--- src/rtl/ztex_readout_pkg.sv ---
// ztex_readout_pkg: shared widths, output-word field offsets and a constant clog2 helper
//   for the nonce readout stage. No ports.
package ztex_readout_pkg;
    localparam int NONCE_W  = 32;
    localparam int BYTE_W   = 8;
    localparam int OUTBUF_W = 128;
    localparam int GN0_LSB   = 0;
    localparam int NONCE_LSB = 32;
    localparam int HASH_LSB  = 64;
    localparam int GN1_LSB   = 96;

    function automatic int clog2(input int v);
        int r;
        r = 0;
        while ((1 << r) < v) r++;
        return r;
    endfunction
endpackage

--- src/rtl/ztex_sync_edge.sv ---
// ztex_sync_edge: multi-stage synchronizer; emits either the synchronized level or a
//   debounced any-polarity edge pulse.
//   clk, rst_n : sampling clock, async active-low reset
//   d_i        : asynchronous input
//   q_o        : DEBOUNCE=0 -> synchronized level; DEBOUNCE=1 -> one-cycle edge pulse
module ztex_sync_edge #(
    parameter int STAGES   = 4,
    parameter bit DEBOUNCE = 1'b1
) (
    input  logic clk,
    input  logic rst_n,
    input  logic d_i,
    output logic q_o
);
    logic [STAGES-1:0] s_q;

    // s_q[0] holds the newest sample
    always_ff @(posedge clk or negedge rst_n) begin
        if (!rst_n) s_q <= '0;
        else s_q <= {s_q[STAGES-2:0], d_i};
    end

    generate
        if (DEBOUNCE) begin : g_edge
            // a change only counts once the three older samples agree
            assign q_o = (s_q[3] == s_q[2]) && (s_q[2] == s_q[1]) && (s_q[1] != s_q[0]);
        end else begin : g_level
            assign q_o = s_q[STAGES-1];
        end
    endgenerate
endmodule

--- src/rtl/ztex_nonce_readout.sv ---
// ztex_nonce_readout: queues golden nonces from the cores and serializes a 128-bit
//   status word {gn1, hash, nonce, gn0} to the host one byte per wr_clk edge.
//   hash_clk, reset_n : core clock, async active-low reset
//   clear             : flush the queue and the overflow flag
//   gn_match          : per-core nonce-valid pulse; golden_nonce holds the nonces
//   hash_in, nonce_in : live monitor values sampled during the hold window
//   wr_start, wr_clk  : host read start and byte strobe (asynchronous)
//   write_byte        : registered output byte
//   fifo_count        : queue occupancy; overflow: sticky drop flag
module ztex_nonce_readout
    import ztex_readout_pkg::*;
#(
    parameter int DEPTH       = 8,
    parameter int NCORES      = 2,
    parameter int HOLD_CYCLES = 4
) (
    input  logic                        hash_clk,
    input  logic                        reset_n,
    input  logic                        clear,
    input  logic [NCORES-1:0]           gn_match,
    input  logic [NONCE_W*NCORES-1:0]   golden_nonce,
    input  logic [NONCE_W-1:0]          hash_in,
    input  logic [NONCE_W-1:0]          nonce_in,
    input  logic                        wr_start,
    input  logic                        wr_clk,
    output logic [BYTE_W-1:0]           write_byte,
    output logic [clog2(DEPTH+1)-1:0]   fifo_count,
    output logic                        overflow
);
    localparam int AW = clog2(DEPTH);
    localparam int CW = clog2(DEPTH + 1);
    localparam int HW = clog2(HOLD_CYCLES + 1);

    logic                ws, ws_d_q, start_rise, shift_edge, hold;
    logic [HW-1:0]       cnt_q, cnt_d;
    logic [NONCE_W-1:0]  mem_q [DEPTH];
    logic [AW-1:0]       rd_q, rd_d, wr_q, wr_d;
    logic [CW-1:0]       count_q, count_d, pops, acc;
    logic                ovf_q, ovf_d;
    logic [NCORES-1:0]   push_en;
    logic [AW-1:0]       push_addr [NCORES];
    logic [NONCE_W-1:0]  gn0, gn1;
    logic [OUTBUF_W-1:0] outbuf_q, outbuf_d;
    logic [BYTE_W-1:0]   write_byte_q;

    ztex_sync_edge #(.STAGES(2), .DEBOUNCE(1'b0)) u_ws_sync (
        .clk  (hash_clk),
        .rst_n(reset_n),
        .d_i  (wr_start),
        .q_o  (ws)
    );

    ztex_sync_edge #(.STAGES(4), .DEBOUNCE(1'b1)) u_wclk_edge (
        .clk  (hash_clk),
        .rst_n(reset_n),
        .d_i  (wr_clk),
        .q_o  (shift_edge)
    );

    assign start_rise = ws & ~ws_d_q;
    assign hold       = ws | (cnt_q < HW'(HOLD_CYCLES));
    assign cnt_d      = ws ? '0 : (hold ? cnt_q + 1'b1 : cnt_q);

    // Pops happen before pushes are admitted, so a snapshot frees room for this cycle's matches.
    always_comb begin
        pops    = start_rise ? ((count_q >= CW'(2)) ? CW'(2) : count_q) : '0;
        acc     = '0;
        ovf_d   = ovf_q;
        push_en = '0;
        for (int k = 0; k < NCORES; k++) begin
            push_addr[k] = wr_q + AW'(acc);
            if (gn_match[k] && (count_q - pops + acc) < CW'(DEPTH)) begin
                push_en[k] = 1'b1;
                acc        = acc + 1'b1;
            end else if (gn_match[k]) begin
                ovf_d = 1'b1;
            end
        end
        gn0     = (count_q != '0) ? mem_q[rd_q] : '0;
        gn1     = (count_q >= CW'(2)) ? mem_q[rd_q + AW'(1)] : '0;
        rd_d    = rd_q + AW'(pops);
        wr_d    = wr_q + AW'(acc);
        count_d = count_q - pops + acc;
        if (clear) begin
            rd_d    = '0;
            wr_d    = '0;
            count_d = '0;
            ovf_d   = 1'b0;
            push_en = '0;
            gn0     = '0;
            gn1     = '0;
        end
    end

    // The snapshot itself lands inside the hold window, so it must win over the refresh.
    always_comb begin
        outbuf_d = start_rise ? {gn1, hash_in, nonce_in, gn0}
                 : hold       ? {outbuf_q[OUTBUF_W-1:GN1_LSB], hash_in, nonce_in, outbuf_q[NONCE_LSB-1:GN0_LSB]}
                 : shift_edge ? {BYTE_W'(0), outbuf_q[OUTBUF_W-1:BYTE_W]}
                 : outbuf_q;
    end

    always_ff @(posedge hash_clk) begin
        for (int k = 0; k < NCORES; k++)
            if (push_en[k]) mem_q[push_addr[k]] <= golden_nonce[k*NONCE_W +: NONCE_W];
    end

    always_ff @(posedge hash_clk or negedge reset_n) begin
        if (!reset_n) begin
            ws_d_q       <= 1'b0;
            cnt_q        <= HW'(HOLD_CYCLES);
            rd_q         <= '0;
            wr_q         <= '0;
            count_q      <= '0;
            ovf_q        <= 1'b0;
            outbuf_q     <= '0;
            write_byte_q <= '0;
        end else begin
            ws_d_q       <= ws;
            cnt_q        <= cnt_d;
            rd_q         <= rd_d;
            wr_q         <= wr_d;
            count_q      <= count_d;
            ovf_q        <= ovf_d;
            outbuf_q     <= outbuf_d;
            write_byte_q <= outbuf_q[BYTE_W-1:0];
        end
    end

    assign write_byte = write_byte_q;
    assign fifo_count = count_q;
    assign overflow   = ovf_q;
endmodule

--- config.mk ---
export PLATFORM = sky130hd
export DESIGN_NAME = ztex_nonce_readout
export DESIGN_NICKNAME = d
export VERILOG_FILES = /design/src/rtl/ztex_readout_pkg.sv /design/src/rtl/ztex_sync_edge.sv /design/src/rtl/ztex_nonce_readout.sv
export SDC_FILE = /design/constraint.sdc
export NUM_CORES = 1
export LEC_CHECK = 0
export ABC_CLOCK_PERIOD_IN_PS = 11300
export CAP_MARGIN = 30
export CORE_MARGIN = 5
export CORE_UTILIZATION = 30
export DETAILED_ROUTE_END_ITERATION = 8
export GPL_TIMING_DRIVEN = 0
export PLACE_DENSITY = 0.55
export SETUP_SLACK_MARGIN = 0.2
export SLEW_MARGIN = 20
export SYNTH_ARGS = -nofsm -noshare
export SYNTH_HDL_FRONTEND = slang
export SYNTH_SLANG_ARGS = --single-unit
--- constraint.sdc ---
create_clock -name hash_clk -period 11.3 [get_ports hash_clk]
set_input_delay 1.13 -clock hash_clk [delete_from_list [all_inputs] [get_ports hash_clk]]
set_output_delay 1.13 -clock hash_clk [all_outputs]
set_load 0.005 [all_outputs]
==> load_flow_metrics.sql, run 1 <==
INSERT INTO impl_metrics (metric_group, metric, value, unit) VALUES
('timing', 'hold_slack', '0.3523', 'ns'),
('cts', 'path_clk_slew', '0.06', 'ns'),
('worst_setup_path', 'cp_slowest_stage_delay', '0.63', 'ns'),
('floorplan', 'die_width', '280.0', 'µm'),
('yosys', 'yosys_most_used_dff', 'sky130_fd_sc_hd__edfxtp_1', ''),
('power', 'vdd.ir_drop.worst', '103.0', 'µV'),
('worst_setup_path', 'critical_path_required', '11.51', 'ns'),
('cells_and_area', 'finalCoreUtilization', '36.31', '%'),
('cts', 'clock_sink_count', '413', ''),
('run_status', 'outcome', 'completed', ''),
('grt', 'grt_max_degree', '97', ''),
('grt', 'antenna_found_initial', '5', ''),
('yosys', 'syn-mean-instance-area', '14.23', 'µm²'),
('yosys', 'syn_nets', '1688', ''),
('yosys', 'number_of_enable_type_register_cells_in_the_synthesized_netlist', '256', ''),
('cts', 'cts_repair_resize_count', '0', ''),
('timing', 'fmax', '0.1671', 'GHz'),
('yosys', 'synth.most_common_cell', 'sky130_fd_sc_hd__edfxtp_1', ''),
('route', 'via_count', '14710', ''),
('timing', 'tns', '0', 'ns'),
('route', 'drt_drc_violations_left', '0', ''),
('worst_setup_path', 'crit_path_start_kind', 'register', ''),
('timing', 'hold_viol_final', '0', ''),
('cells_and_area', 'final_cell_area', '26360', 'µm²'),
('timing', 'worst_slew_pin_slew', '1.037', 'ns'),
('timing', 'grt_setup_unrepaired', 'false', ''),
('placement', 'placed_area', '24840', 'µm²'),
('yosys', 'seq_area_frac_synth', '53.11', '%'),
('floorplan', 'io_pins', '148', ''),
('worst_setup_path', 'path_cells', 'nor2b_1 -> clkbuf_1 -> clkbuf_1 -> clkbuf_1 -> nand2_1 -> ha_1 -> and3b_1 -> o21ai_0 -> nand2_1 -> and2_1 -> ha_1 -> ha_1 -> xnor2_1 -> o2111ai_1 -> a21oi_2 -> buf_4 -> a31o_4', ''),
('cts', 'cts.root.buffer_cell', 'sky130_fd_sc_hd__clkbuf_16', ''),
('route', 'drt-total-wl', '68630', 'µm'),
('route', 'avgViaCountPerCell', '5.320', ''),
('cts', 'clock_tree.buffer_depth', '3', ''),
('worst_setup_path', 'number_of_buffer_and_inverter_stages_on_the_critical_path', '4', ''),
('timing', 'final.period_utilization', '52.95', '%'),
('floorplan', 'floorplan.rows', '99', ''),
('route', 'antenna_violating_nets_post_route', '0', ''),
('route', 'routed_wire_length_per_instance', '24.82', 'µm'),
('cts', 'cts.hold.buffers_added', '0', ''),
('grt', 'global_route.overflow_total', '0', ''),
('worst_setup_path', 'cp_slowest_cell', 'sky130_fd_sc_hd__a31o_4', ''),
('cells_and_area', 'nets', '1914', ''),
('placement', 'dp_worst_setup_slack', '5.343', 'ns'),
('grt', 'global_route.usage.total', '17.20', '%'),
('cts', 'post_cts_setup_repair_bufs', '0', ''),
('yosys', 'netlist.top_cell.by_area', 'sky130_fd_sc_hd__edfxtp_1', ''),
('timing', 'max-slew-margin-rel', '30.86', '%'),
('worst_hold_path', 'hold_class', 'reg2reg', ''),
('placement', 'post-dp-hpwl', '48790', 'µm'),
('worst_setup_path', 'critical_path.max_fanout', '32', ''),
('worst_setup_path', 'critPathArrivalTime', '6.20', 'ns'),
('yosys', 'yosys_register_bits', '413', ''),
('timing', 'layout_setup_ws', '5.317', 'ns'),
('yosys', 'synth_cell_type_count', '51', ''),
('timing', 'final_period_minus_worst_setup_slack', '5.983', 'ns'),
('cells_and_area', 'ratio_of_cells_with_drive_above_1_in_the_final_layout', '30.63', '%'),
('grt', 'grt_pass1_wl', '102100', 'µm'),
('yosys', 'synth.yosys.warnings', '0', ''),
('timing', 'report.final.setup_viol', '0', ''),
('grt', 'via_count_of_the_first_global_routing_pass', '15431', ''),
('cts', 'cts_max_level', '2', ''),
('cts', 'cts_tree', 'built', ''),
('yosys', 'postSynthCellCount', '1537', ''),
('placement', 'buffer_ports.inserted', '146', ''),
('yosys', 'ys_async_rst_share', '38.01', '%'),
('cells_and_area', 'flow.area_growth_from_synthesis', '20.48', '%'),
('route', 'drt_pass1_iterations', '5', ''),
('floorplan', 'initial_core_util', '30.14', '%'),
('power', 'power_leakage', '0.009094', 'µW'),
('placement', 'place_congestion', '0.8479', '');
## state kept, by name, summed over array words and instances (netlist names)
name	cells
mem_q	256
outbuf_q	128
write_byte	8
fifo_count	4
u_wclk_edge.s_q	4
cnt_q	3
rd_q	3
wr_q	3
u_ws_sync.s_q	2
overflow	1
ws_d_q	1
## power by group
| part | internal (µW) | switching (µW) |
|---|---|---|
| clock network | 851 | 644 |
| registers | 1840 | 118 |
| logic | 537 | 683 |
| total | 3230 | 1440 |
## through the flow
stage,power [µW],instances
after CTS,4714,2761
after global routing,4880,2763
after detailed placement,3205,2672
after floorplan,2688,1537
after global placement,3170,2642
final,4672,2765
## cell usage in the layout, fill, tap and decap left out, types with 18 or more instances in the layout
cell type                         instances
sky130_fd_sc_hd__mux2i_1                 65
sky130_fd_sc_hd__nor2_1                  81
sky130_fd_sc_hd__mux2_2                 249
sky130_fd_sc_hd__mux4_2                 128
sky130_fd_sc_hd__a31oi_1                 64
sky130_fd_sc_hd__buf_4                   18
sky130_fd_sc_hd__clkdlybuf4s50_1        145
sky130_fd_sc_hd__inv_1                   68
sky130_fd_sc_hd__clkbuf_1                75
sky130_fd_sc_hd__nand2_1                133
sky130_fd_sc_hd__o211ai_1                58
sky130_fd_sc_hd__o221ai_1                56
sky130_fd_sc_hd__dfrtp_1                156
sky130_fd_sc_hd__clkbuf_16               48
sky130_fd_sc_hd__edfxtp_1               256
sky130_fd_sc_hd__buf_2                   52
## kinds of logic (layout without fill, tap and decap cells)
group | after synthesis | after routing | synth area share [%]
XOR/XNOR | 8 | 8 | 0.3547
adder cells (fa/ha/maj) | 16 | 16 | 1.052
buffers and inverters | 193 | 458 | 4.164
flip-flops | 413 | 413 | 53.11
multiplexers | 449 | 449 | 29.33
other | 1 | 5 | 0.01714
AO/OA/AOI/OAI | 217 | 217 | 7.510
AND/OR/NAND/NOR | 240 | 240 | 4.461
## layer usage
metal | vias up | GRT usage (%) | routed length, µm
li1 | 6470 | - | -
met1 | 7564 | 23.58 | 29310
met2 | 563 | 28.27 | 33010
met3 | 111 | 3.037 | 4629
met4 | 2 | 4.883 | 1654
met5 | - | 0 | 13
## final timing paths
kind	startpoint	endpoint	slack (ns)	cells past startpoint
min in group asynchronous	reset_n	outbuf_q[74]	0.48	1
hold reg to reg	u_ws_sync.s_q[0]	u_ws_sync.s_q[1]	0.35	0
hold / removal	u_ws_sync.s_q[0]	u_ws_sync.s_q[1]	0.35	0
max in group asynchronous	reset_n	fifo_count[1]	9.95	2
setup / recovery	u_ws_sync.s_q[1]	mem_q[1][8]	5.32	17
setup reg to reg	u_ws_sync.s_q[1]	mem_q[1][8]	5.32	17
## final cells by class
type	count	area, µm²
buffer	125	655.6
clock buffer	69	1340
antenna	4	10.01
inverter	68	255.2
fill	7030	46230
timing repair buffer	176	1722
sequential	413	11620
clock inverter	20	165.2
multi-input combinational	931	9390
tap	959	1200
No activity file was read; power rests on OpenSTA's default activity.
==> run 2: changes to the inputs <==
--- a/config.mk
+++ b/config.mk
@@ -5,7 +5,7 @@
 export SDC_FILE = /design/constraint.sdc
 export NUM_CORES = 1
 export LEC_CHECK = 0
-export ABC_CLOCK_PERIOD_IN_PS = 11300
+export ABC_CLOCK_PERIOD_IN_PS = 5850
 export CAP_MARGIN = 30
 export CORE_MARGIN = 5
 export CORE_UTILIZATION = 30
==> constraint.sdc (replaced) <==
create_clock -name hash_clk -period 5.85 [get_ports hash_clk]
set_input_delay 0.585 -clock hash_clk [delete_from_list [all_inputs] [get_ports hash_clk]]
set_output_delay 0.585 -clock hash_clk [all_outputs]
set_load 0.005 [all_outputs]
==> load_flow_metrics.sql, run 2 (synthesis results as in run 1) <==
INSERT INTO impl_metrics (metric_group, metric, value, unit) VALUES
('run_status', 'outcome', 'completed', ''),
('grt', 'global_route.overflow_total', '0', ''),
('cts', 'clock_sink_count', '413', ''),
('cells_and_area', 'multi_input_comb_area', '9393', 'µm²'),
('cells_and_area', 'final_non_filler_cells', '2767', ''),
('worst_setup_path', 'critical_path.top_delay_family', 'compound AO/OA/AOI/OAI gates', ''),
('timing', 'hold_viol_final', '0', ''),
('route', 'avgViaCountPerCell', '5.325', ''),
('power', 'comb_pwr_share', '26.2', '%'),
('route', 'antenna_violating_nets_post_route', '0', ''),
('cts', 'tritoncts.num_buffers', '48', ''),
('cts', 'clock_tree.buffer_depth', '3', ''),
('worst_setup_path', 'cp_slowest_cell', 'sky130_fd_sc_hd__a31o_4', ''),
('cells_and_area', 'largest_register_ff_count', '256', ''),
('power', 'power_leakage', '0.009109', 'µW'),
('timing', 'tns', '0', 'ns'),
('worst_setup_path', 'cp-end-kind', 'register', ''),
('worst_setup_path', 'critical_path.max_fanout', '32', ''),
('grt', 'antenna_found_initial', '5', ''),
('run', 'max_cap_violations', '0', ''),
('power', 'pwr-share-seq', '41.8', '%'),
('route', 'drt-total-wl', '68610', 'µm'),
('worst_setup_path', 'crit_path_start_kind', 'register', ''),
('cells_and_area', 'finalCoreUtilization', '36.34', '%'),
('power', 'switching_power', '2803', 'µW'),
('floorplan', 'die_height', '280.0', 'µm'),
('cts', 'post_cts_setup_repair_bufs', '0', ''),
('timing', 'final_period_minus_worst_setup_slack', '5.237', 'ns'),
('cells_and_area', 'flow.area_growth_from_synthesis', '20.58', '%'),
('timing', 'final.period_utilization', '89.52', '%'),
('worst_hold_path', 'whs_path_depth', '0', ''),
('grt', 'grt_max_degree', '97', ''),
('cells_and_area', 'final-seq-area', '11620', 'µm²'),
('timing', 'slew_violations', '0', ''),
('cts', 'cts_tree', 'built', ''),
('placement', 'buffer_ports.inserted', '146', ''),
('power', 'pwr-share-clk', '32.0', '%'),
('timing', 'final.setup_skew', '0.04099', 'ns'),
('placement', 'placed_area', '24840', 'µm²'),
('worst_setup_path', 'critPathArrivalTime', '5.45', 'ns'),
('worst_hold_path', 'hold_class', 'reg2reg', ''),
('cts', 'path_clk_slew', '0.06', 'ns'),
('timing', 'fmax', '0.1910', 'GHz'),
('floorplan', 'floorplan.rows', '99', ''),
('timing', 'worst_slew_pin_slew', '1.030', 'ns'),
('floorplan', 'dieArea', '78420', 'µm²'),
('worst_setup_path', 'cp_slowest_stage_delay', '0.63', 'ns'),
('timing', 'report.final.setup_viol', '0', ''),
('floorplan', 'die_width', '280.0', 'µm'),
('worst_setup_path', 'reg2regPathDepth', '17', ''),
('cells_and_area', 'final_cell_area', '26380', 'µm²'),
('route', 'detail_route.iter0.violations', '1283', ''),
('grt', 'via_count_of_the_first_global_routing_pass', '15444', ''),
('placement', 'post-dp-hpwl', '48790', 'µm'),
('route', 'drt_pass1_iterations', '5', ''),
('worst_setup_path', 'total_number_of_cells_along_the_worst_setup_path', '17', ''),
('cells_and_area', 'nets', '1915', ''),
('power', 'vdd.ir_drop.worst', '198.6', 'µV'),
('cts', 'clk-insertion-delay-late', '0.62', 'ns'),
('timing', 'max-slew-margin-rel', '31.35', '%'),
('worst_setup_path', 'most_common_cell_type_on_the_critical_path', 'sky130_fd_sc_hd__ha_1', ''),
('timing', 'grt_setup_unrepaired', 'false', ''),
('floorplan', 'core', '72590', 'µm²'),
('cells_and_area', 'layout_commonest_cell', 'sky130_fd_sc_hd__edfxtp_1', ''),
('cells_and_area', 'final_cell_mix', 'sky130_fd_sc_hd__edfxtp_1, sky130_fd_sc_hd__mux2_2, sky130_fd_sc_hd__dfrtp_1, sky130_fd_sc_hd__clkdlybuf4s50_1, sky130_fd_sc_hd__nand2_1', ''),
('grt', 'grt_pass1_wl', '102100', 'µm'),
('floorplan', 'initial_core_util', '30.14', '%'),
('cells_and_area', 'n_fill_cell', '7030', ''),
('cts', 'cts_max_level', '2', ''),
('worst_setup_path', 'critical_path_required', '6.06', 'ns'),
('worst_setup_path', 'number_of_buffer_and_inverter_stages_on_the_critical_path', '4', ''),
('route', 'routed_wire_length_per_instance', '24.79', 'µm'),
('placement', 'place_congestion', '0.8479', ''),
('placement', 'dpl.cell_count', '2672', ''),
('cts', 'cts.root.buffer_cell', 'sky130_fd_sc_hd__clkbuf_16', ''),
('route', 'via_count', '14733', ''),
('worst_setup_path', 'worstSetupPathType', 'reg2reg', ''),
('cells_and_area', 'ratio_of_cells_with_drive_above_1_in_the_final_layout', '30.84', '%'),
('worst_setup_path', 'path_cells', 'nor2b_1 -> clkbuf_2 -> buf_2 -> clkbuf_4 -> nand2_1 -> ha_1 -> and3b_1 -> o21ai_1 -> nand2_2 -> and2_1 -> ha_1 -> ha_1 -> xnor2_1 -> o2111ai_1 -> a21oi_2 -> buf_4 -> a31o_4', ''),
('route', 'drt_drc_violations_left', '0', ''),
('grt', 'global_route.usage.total', '17.20', '%'),
('power', 'power-per-cell-area', '342.7', 'nW/µm²'),
('power', 'swShare', '31.01', '%'),
('power', 'cell_internal_pwr', '6236', 'µW'),
('floorplan', 'io_pins', '148', '');
==> run 2: metrics by stage <==
step	total power (µW)	hold WS, ns	setup WS, ns
after floorplan	5193	0.2894	-0.3706
after global placement	6123	0.3408	-5.364
after detailed placement	6191	0.3371	-0.1071
after CTS	9107	0.3544	0.2986
after global routing	9430	0.3648	0.3046
final	9039	0.3512	0.6132
==> run 2: worst register-to-register path, stage by stage, from the launching register on <==
cell and delay, ns:
sky130_fd_sc_hd__dfrtp_1 0.44, sky130_fd_sc_hd__nor2b_1 0.16, sky130_fd_sc_hd__clkbuf_2 0.18, sky130_fd_sc_hd__buf_2 0.24
sky130_fd_sc_hd__clkbuf_4 0.28, sky130_fd_sc_hd__nand2_1 0.17, sky130_fd_sc_hd__ha_1 0.33, sky130_fd_sc_hd__and3b_1 0.21
sky130_fd_sc_hd__o21ai_1 0.24, sky130_fd_sc_hd__nand2_2 0.15, sky130_fd_sc_hd__and2_1 0.21, sky130_fd_sc_hd__ha_1 0.18
sky130_fd_sc_hd__ha_1 0.21, sky130_fd_sc_hd__xnor2_1 0.21, sky130_fd_sc_hd__o2111ai_1 0.22, sky130_fd_sc_hd__a21oi_2 0.44
sky130_fd_sc_hd__buf_4 0.34, sky130_fd_sc_hd__a31o_4 0.64
==> run 2: final timing paths <==
kind,startpoint,to,slack (ns)
min,u_ws_sync.s_q[0],u_ws_sync.s_q[1],0.35
min in group asynchronous,reset_n,outbuf_q[74],0.53
max,u_ws_sync.s_q[1],mem_q[1][8],0.61
max in group asynchronous,reset_n,fifo_count[1],4.44
min reg2reg,u_ws_sync.s_q[0],u_ws_sync.s_q[1],0.35
max reg2reg,u_ws_sync.s_q[1],mem_q[1][8],0.61
==> run 2: power groups by stage <==
stage | Combinational (µW) | Clock, µW | Sequential [µW]
floorplan | 1450 | 0 | 3740
global placement | 2300 | 0 | 3820
detailed placement | 2360 | 0 | 3830
CTS | 2380 | 2950 | 3780
global route | 2540 | 3080 | 3810
finish | 2370 | 2890 | 3780
==> run 2: what timing repair did <==
action	4_1_cts	5_1_grt
gates resized for setup	2	6
setup endpoints to repair	173	175
endpoints found under the hold margin	61	0
hold buffers	1	0
==> run 2: area by class of cell <==
cell class,instances,area share [%]
timing repair buffer,177,6.565
buffer,125,2.509
clock buffer,69,5.080
sequential,413,44.04
tap,959,4.549
antenna,5,0.04744
inverter,68,0.9677
multi-input combinational,931,35.61
clock inverter,20,0.6262
==> run 2: routing by layer <==
metal	routed length [µm]	track usage, %
met4	1566	4.883
met2	33090	28.27
met3	4475	3.079
met1	29470	23.55
met5	13	0
